### config.mk
export PLATFORM = sky130hd
export DESIGN_NAME = cla_sub16_pipe
export DESIGN_NICKNAME = d
export VERILOG_FILES = /design/src/rtl/cla_sub16_pipe.sv
export SDC_FILE = /design/constraint.sdc
export NUM_CORES = 1
export LEC_CHECK = 0
export ABC_AREA = 1
export CAP_MARGIN = 20
export CORE_MARGIN = 8
export CORE_UTILIZATION = 28
export DETAILED_ROUTE_END_ITERATION = 10
export GPL_ROUTABILITY_DRIVEN = 0
export PLACE_DENSITY = 0.53
export SLEW_MARGIN = 25
export SYNTH_ARGS = -nofsm -noshare
export SYNTH_HDL_FRONTEND = slang
export SYNTH_SLANG_ARGS = --single-unit
### constraint.sdc
create_clock -name clk -period 2.99 [get_ports clk]
set_clock_uncertainty 0.05 [all_clocks]
set_input_delay 0.299 -clock clk [delete_from_list [all_inputs] [get_ports clk]]
set_output_delay 0.299 -clock clk [all_outputs]
set_load 0.01 [all_outputs]
### src/rtl/cla_sub16_pipe.sv
// ---------------------------------------------------------------------------
// cla_sub16_pipe
// Two-stage pipelined 16-bit subtractor, diff = a - b - borrow_in (mod 2^16).
// The subtractor is built as a + ~b + ~borrow_in from 4-bit carry-lookahead
// groups. The low byte is resolved in stage 1. The high byte, the borrow and
// the flags are resolved in stage 2. Valid/ready handshakes are used on both
// sides.
//
// Ports:
//   clk        - sole clock, rising edge
//   reset      - asynchronous, active-high; clears all state
//   in_valid   - a/b/borrow_in hold an operand set this cycle
//   in_ready   - block accepts an operand set this cycle
//   a, b       - unsigned minuend / subtrahend (16 bit)
//   borrow_in  - incoming borrow
//   out_valid  - result outputs hold a valid result
//   out_ready  - downstream takes the result this cycle
//   diff       - a - b - borrow_in modulo 2^16 (registered)
//   borrow_out - 1 iff a < b + borrow_in (registered)
//   overflow   - two's-complement overflow of the subtraction (registered)
//   zero       - 1 iff diff == 0 (registered)
// ---------------------------------------------------------------------------
module cla_sub16_pipe (
    input  logic        clk,
    input  logic        reset,
    input  logic        in_valid,
    output logic        in_ready,
    input  logic [15:0] a,
    input  logic [15:0] b,
    input  logic        borrow_in,
    output logic        out_valid,
    input  logic        out_ready,
    output logic [15:0] diff,
    output logic        borrow_out,
    output logic        overflow,
    output logic        zero
);

    // 4-bit carry-lookahead adder group. Returns {carry_out, sum[3:0]}.
    // All internal carries come from generate/propagate terms and group
    // carry-in, so there is no rippling within the group.
    function automatic logic [4:0] cla4(input logic [3:0] x,
                                        input logic [3:0] y,
                                        input logic       c0);
        logic [3:0] g;
        logic [3:0] p;
        logic [4:0] c;
        g    = x & y;
        p    = x ^ y;
        c[0] = c0;
        c[1] = g[0] | (p[0] & c0);
        c[2] = g[1] | (p[1] & g[0]) | (p[1] & p[0] & c0);
        c[3] = g[2] | (p[2] & g[1]) | (p[2] & p[1] & g[0])
             | (p[2] & p[1] & p[0] & c0);
        c[4] = g[3] | (p[3] & g[2]) | (p[3] & p[2] & g[1])
             | (p[3] & p[2] & p[1] & g[0]) | (p[3] & p[2] & p[1] & p[0] & c0);
        return {c[4], p ^ c[3:0]};
    endfunction

    // Stage 1 state: low-byte result, carry into bit 8, and the high bytes
    // of both operands. Bit 7 of each high byte is the operand sign bit,
    // which the overflow flag needs in stage 2.
    logic       s1_valid;
    logic [7:0] s1_diff_lo;
    logic       s1_carry;
    logic [7:0] s1_a_hi;
    logic [7:0] s1_b_hi;

    logic       s2_valid;

    // Stage 2 can load when it is empty or its result leaves this edge.
    // Stage 1 can load when it is empty or it moves into stage 2 this edge.
    logic s2_free;
    logic accept;

    assign s2_free  = ~s2_valid | out_ready;
    assign in_ready = ~reset & (~s1_valid | s2_free);
    assign accept   = in_valid & in_ready;

    // Low byte: subtraction as a + ~b with carry-in = ~borrow_in.
    logic [4:0] lo0;
    logic [4:0] lo1;
    assign lo0 = cla4(a[3:0], ~b[3:0], ~borrow_in);
    assign lo1 = cla4(a[7:4], ~b[7:4], lo0[4]);

    // High byte, continuing from the registered carry out of bit 7.
    logic [4:0]  hi0;
    logic [4:0]  hi1;
    logic [15:0] full_diff;
    assign hi0       = cla4(s1_a_hi[3:0], ~s1_b_hi[3:0], s1_carry);
    assign hi1       = cla4(s1_a_hi[7:4], ~s1_b_hi[7:4], hi0[4]);
    assign full_diff = {hi1[3:0], hi0[3:0], s1_diff_lo};

    // Stage 1 register. It loads only on a handshake. If nothing new
    // arrives while its content moves into stage 2, it becomes empty.
    always_ff @(posedge clk or posedge reset) begin
        if (reset) begin
            s1_valid   <= 1'b0;
            s1_diff_lo <= 8'd0;
            s1_carry   <= 1'b0;
            s1_a_hi    <= 8'd0;
            s1_b_hi    <= 8'd0;
        end else if (accept) begin
            s1_valid   <= 1'b1;
            s1_diff_lo <= {lo1[3:0], lo0[3:0]};
            s1_carry   <= lo1[4];
            s1_a_hi    <= a[15:8];
            s1_b_hi    <= b[15:8];
        end else if (s2_free) begin
            s1_valid   <= 1'b0;
        end
    end

    // Stage 2 register, which drives the outputs. Result fields load only
    // when a real result arrives, so they keep the last value while empty
    // and stay frozen while stalled.
    always_ff @(posedge clk or posedge reset) begin
        if (reset) begin
            s2_valid   <= 1'b0;
            diff       <= 16'd0;
            borrow_out <= 1'b0;
            overflow   <= 1'b0;
            zero       <= 1'b0;
        end else if (s2_free) begin
            s2_valid <= s1_valid;
            if (s1_valid) begin
                diff       <= full_diff;
                borrow_out <= ~hi1[4];
                overflow   <= (s1_a_hi[7] != s1_b_hi[7]) &&
                              (full_diff[15] != s1_a_hi[7]);
                zero       <= (full_diff == 16'd0);
            end
        end
    end

    assign out_valid = s2_valid;

endmodule
==> metrics.csv <==
metric,value,unit
status,finished clean,
antenna_found_initial,1,
worst_r2r_endpoint,zero$_DFFE_PP0P_,
cellPowerDensity,625.9,nW/um^2
synth_common_cells,"nand2_1, inv_1, dfrtp_1",
ant_nets,0,
synth_compound_area_share,8.379,%
crit_path_start_kind,register,
yosysTopAreaCellShare,45.89,%
clkSinkCount,46,
synth_area_leaders,"dfrtp_1, nand2_1, ha_1",
worstRegToRegCells,14,
synth_flop_cell,dfrtp_1,
synth_fa_ha_area_share,11.17,%
grt_max_degree,47,
drt_wl_total,5763,um
period_needed,2.454,ns
grt_pass1_vias,2148,
synth_cell_types,24,
arrival,2.65,ns
synth_warnings,0,
worst_pin_slew,0.5849,ns
final_cells,481,
ctsHoldBuffers,0,
hp-start,overflow$_DFFE_PP0P_,
drc,0,
cp_max_fo,5,
place_inst,473,
n_antenna_cell,0,
slew_viol_final,0,
fin_setup_tns,0,ns
hold_viol_final,0,
gr-total-overflow,0,
synth-seq-cells,46,
synth_mux_area_share,0,%
drive_above_1_share,5.630,%
postCtsSetupBuffers,0,
timing.hold.ws,0.4319,ns
synthSimpleGateAreaFrac,23.69,%
synth-async-reset-ratio,100.0,%
min_path_cells,2,
post-route-period-util,82.07,%
htreeDepth,2,
syn_area_per_cell,8.015,sq um
num_rows,34,
yosysTopAreaCell,dfrtp_1,
syn_nets,370,
critPathCaptureType,register,
crit_required,3.18,ns
r2r_slack,0.54,ns
fmax,0.4075,GHz
synth_area,2509,sq um
rsz0062_at_grt,no,
fin_util,37.79,%
start_util,28.77,%
synth_xor_area_share,2.095,%
maxCapViolCount,0,
drt_iter0_drc,66,
worstSetupPathType,reg2reg,
hold_path.class,reg2reg,
clk_path_buf_depth,2,
setup_viol,0,
grt_pass1_wl,9956,um
port_buffers,57,
synth_cells,313,
p_leak,1.674,nW
vdd_drop_max,0.2320,mV
io_pins,58,
nFillCells,920,
dieArea,12240,sq um
dieWidth,110.7,um
hold_end,overflow$_DFFE_PP0P_,
relSlewSlack,61.00,%
die_h,110.7,um
wire_per_inst,11.98,um
area_growth_syn_to_layout,31.37,%
synth_edf_count,0,
post_cts_resize_count,0,
cts_tree,built,
crit-reg2reg-launch,s1_a_hi[1]$_DFFE_PP0P_,
core,8721,sq um
dr.pass1.iters,4,
synth_most_common_cell,nand2_1,
hpwlAfterDp,4567,um
power,2.063,mW
fin_nets,429,
vias,2080,
cts_buffers,5,
clk_pin_slew_worst_paths,0.08,ns
synth_top_family_by_area,simple AND/OR/NAND/NOR gates,
grt.total_usage,9.691,%
routed_via_density,4.324,
root_buffer,clkbuf_8,
clkLatencyLatePin,0.31,ns
yosysSeqAreaShare,45.89,%
==> kinds of logic after synthesis <==
logic type	Yosys count
xor+xnor	6
fa+ha+maj	20
simple gates	145
flops	46
buf+inv	57
compound gates	39
==> through the flow <==
step	instance area (sq um)	worst slack, ns
floorplan	2509	0.7635
finish	3296	0.5362
detailed placement	3201	0.5498
CTS	3296	0.5050
global route	3296	0.2283
global placement	3201	0.6608
==> worst max-delay path by stage <==
stage                     depth (start not counted)                to  slack [ns]              startpoint
after floorplan                                  14  zero$_DFFE_PP0P_        0.76  s1_a_hi[1]$_DFFE_PP0P_
after global placement                           14  zero$_DFFE_PP0P_        0.66  s1_a_hi[2]$_DFFE_PP0P_
after detailed placement                         14  zero$_DFFE_PP0P_        0.55  s1_a_hi[1]$_DFFE_PP0P_
after CTS                                        14  zero$_DFFE_PP0P_        0.50  s1_a_hi[1]$_DFFE_PP0P_
after global routing                             15  zero$_DFFE_PP0P_        0.23  s1_b_hi[1]$_DFFE_PP0P_
final                                            14  zero$_DFFE_PP0P_        0.54  s1_a_hi[1]$_DFFE_PP0P_
==> where the power goes <==
part	internal [mW]	total (mW)	switching, mW
clock	0.186	0.401	0.215
sequential	0.775	0.866	0.0912
combinational	0.394	0.796	0.402
==> cell usage in the layout (no fill, tap or decap), types with 3 or more instances in the layout <==
cell             synthesis  layout
nor2_1                  21      21
a21oi_1                  3       3
nand2_2                  4       4
nand2_1                102     102
dfrtp_1                 46      46
nand3_1                 11      11
o21ai_0                 15      15
clkdlybuf4s50_1          0      57
inv_2                    2       3
o21ai_1                 16      16
xor2_1                   4       4
clkbuf_8                 0       6
inv_1                   47      46
fa_1                     4       4
ha_1                    16      16
buf_4                    0       3
==> flip-flops by register name, indices dropped and copies added (netlist names) <==
signal	cells
s1_b_hi	8
diff	16
borrow_out	1
out_valid	1
s1_diff_lo	8
s1_valid	1
overflow	1
s1_a_hi	8
s1_carry	1
zero	1
==> metal layers <==
layer  global-route usage [%]  wire length [um]  vias up
li1                         -                 -     1083
met1                    12.18              2799      952
met2                    15.10              2597       36
met3                    3.139               271        7
met4                    3.514                81        2
met5                        0                13        -
==> layout make-up <==
| class | count | area, sq um | area share [%] |
|---|---|---|---|
| clock buffer | 6 | 82.58 | 2.506 |
| clock inverter | 2 | 12.51 | 0.3797 |
| inverter | 49 | 183.9 | 5.581 |
| multi-input combinational | 210 | 1137 | 34.51 |
| sequential | 46 | 1151 | 34.93 |
| tap | 108 | 135.1 | 4.100 |
| timing repair buffer | 60 | 593.1 | 18.00 |
==> worst max-delay path, stage by stage (launching register included) <==
cell	delay, ns
dfrtp_1	0.39
ha_1	0.37
nand2_1	0.07
nor2_1	0.08
nand2_1	0.07
nand3_2	0.10
inv_1	0.07
fa_1	0.56
and3_1	0.16
nand3_1	0.06
nor2_1	0.11
nand2_1	0.06
nor2_1	0.11
nand3_1	0.08
nand2_1	0.06
Note: power is estimated with default switching activity, not from simulation.
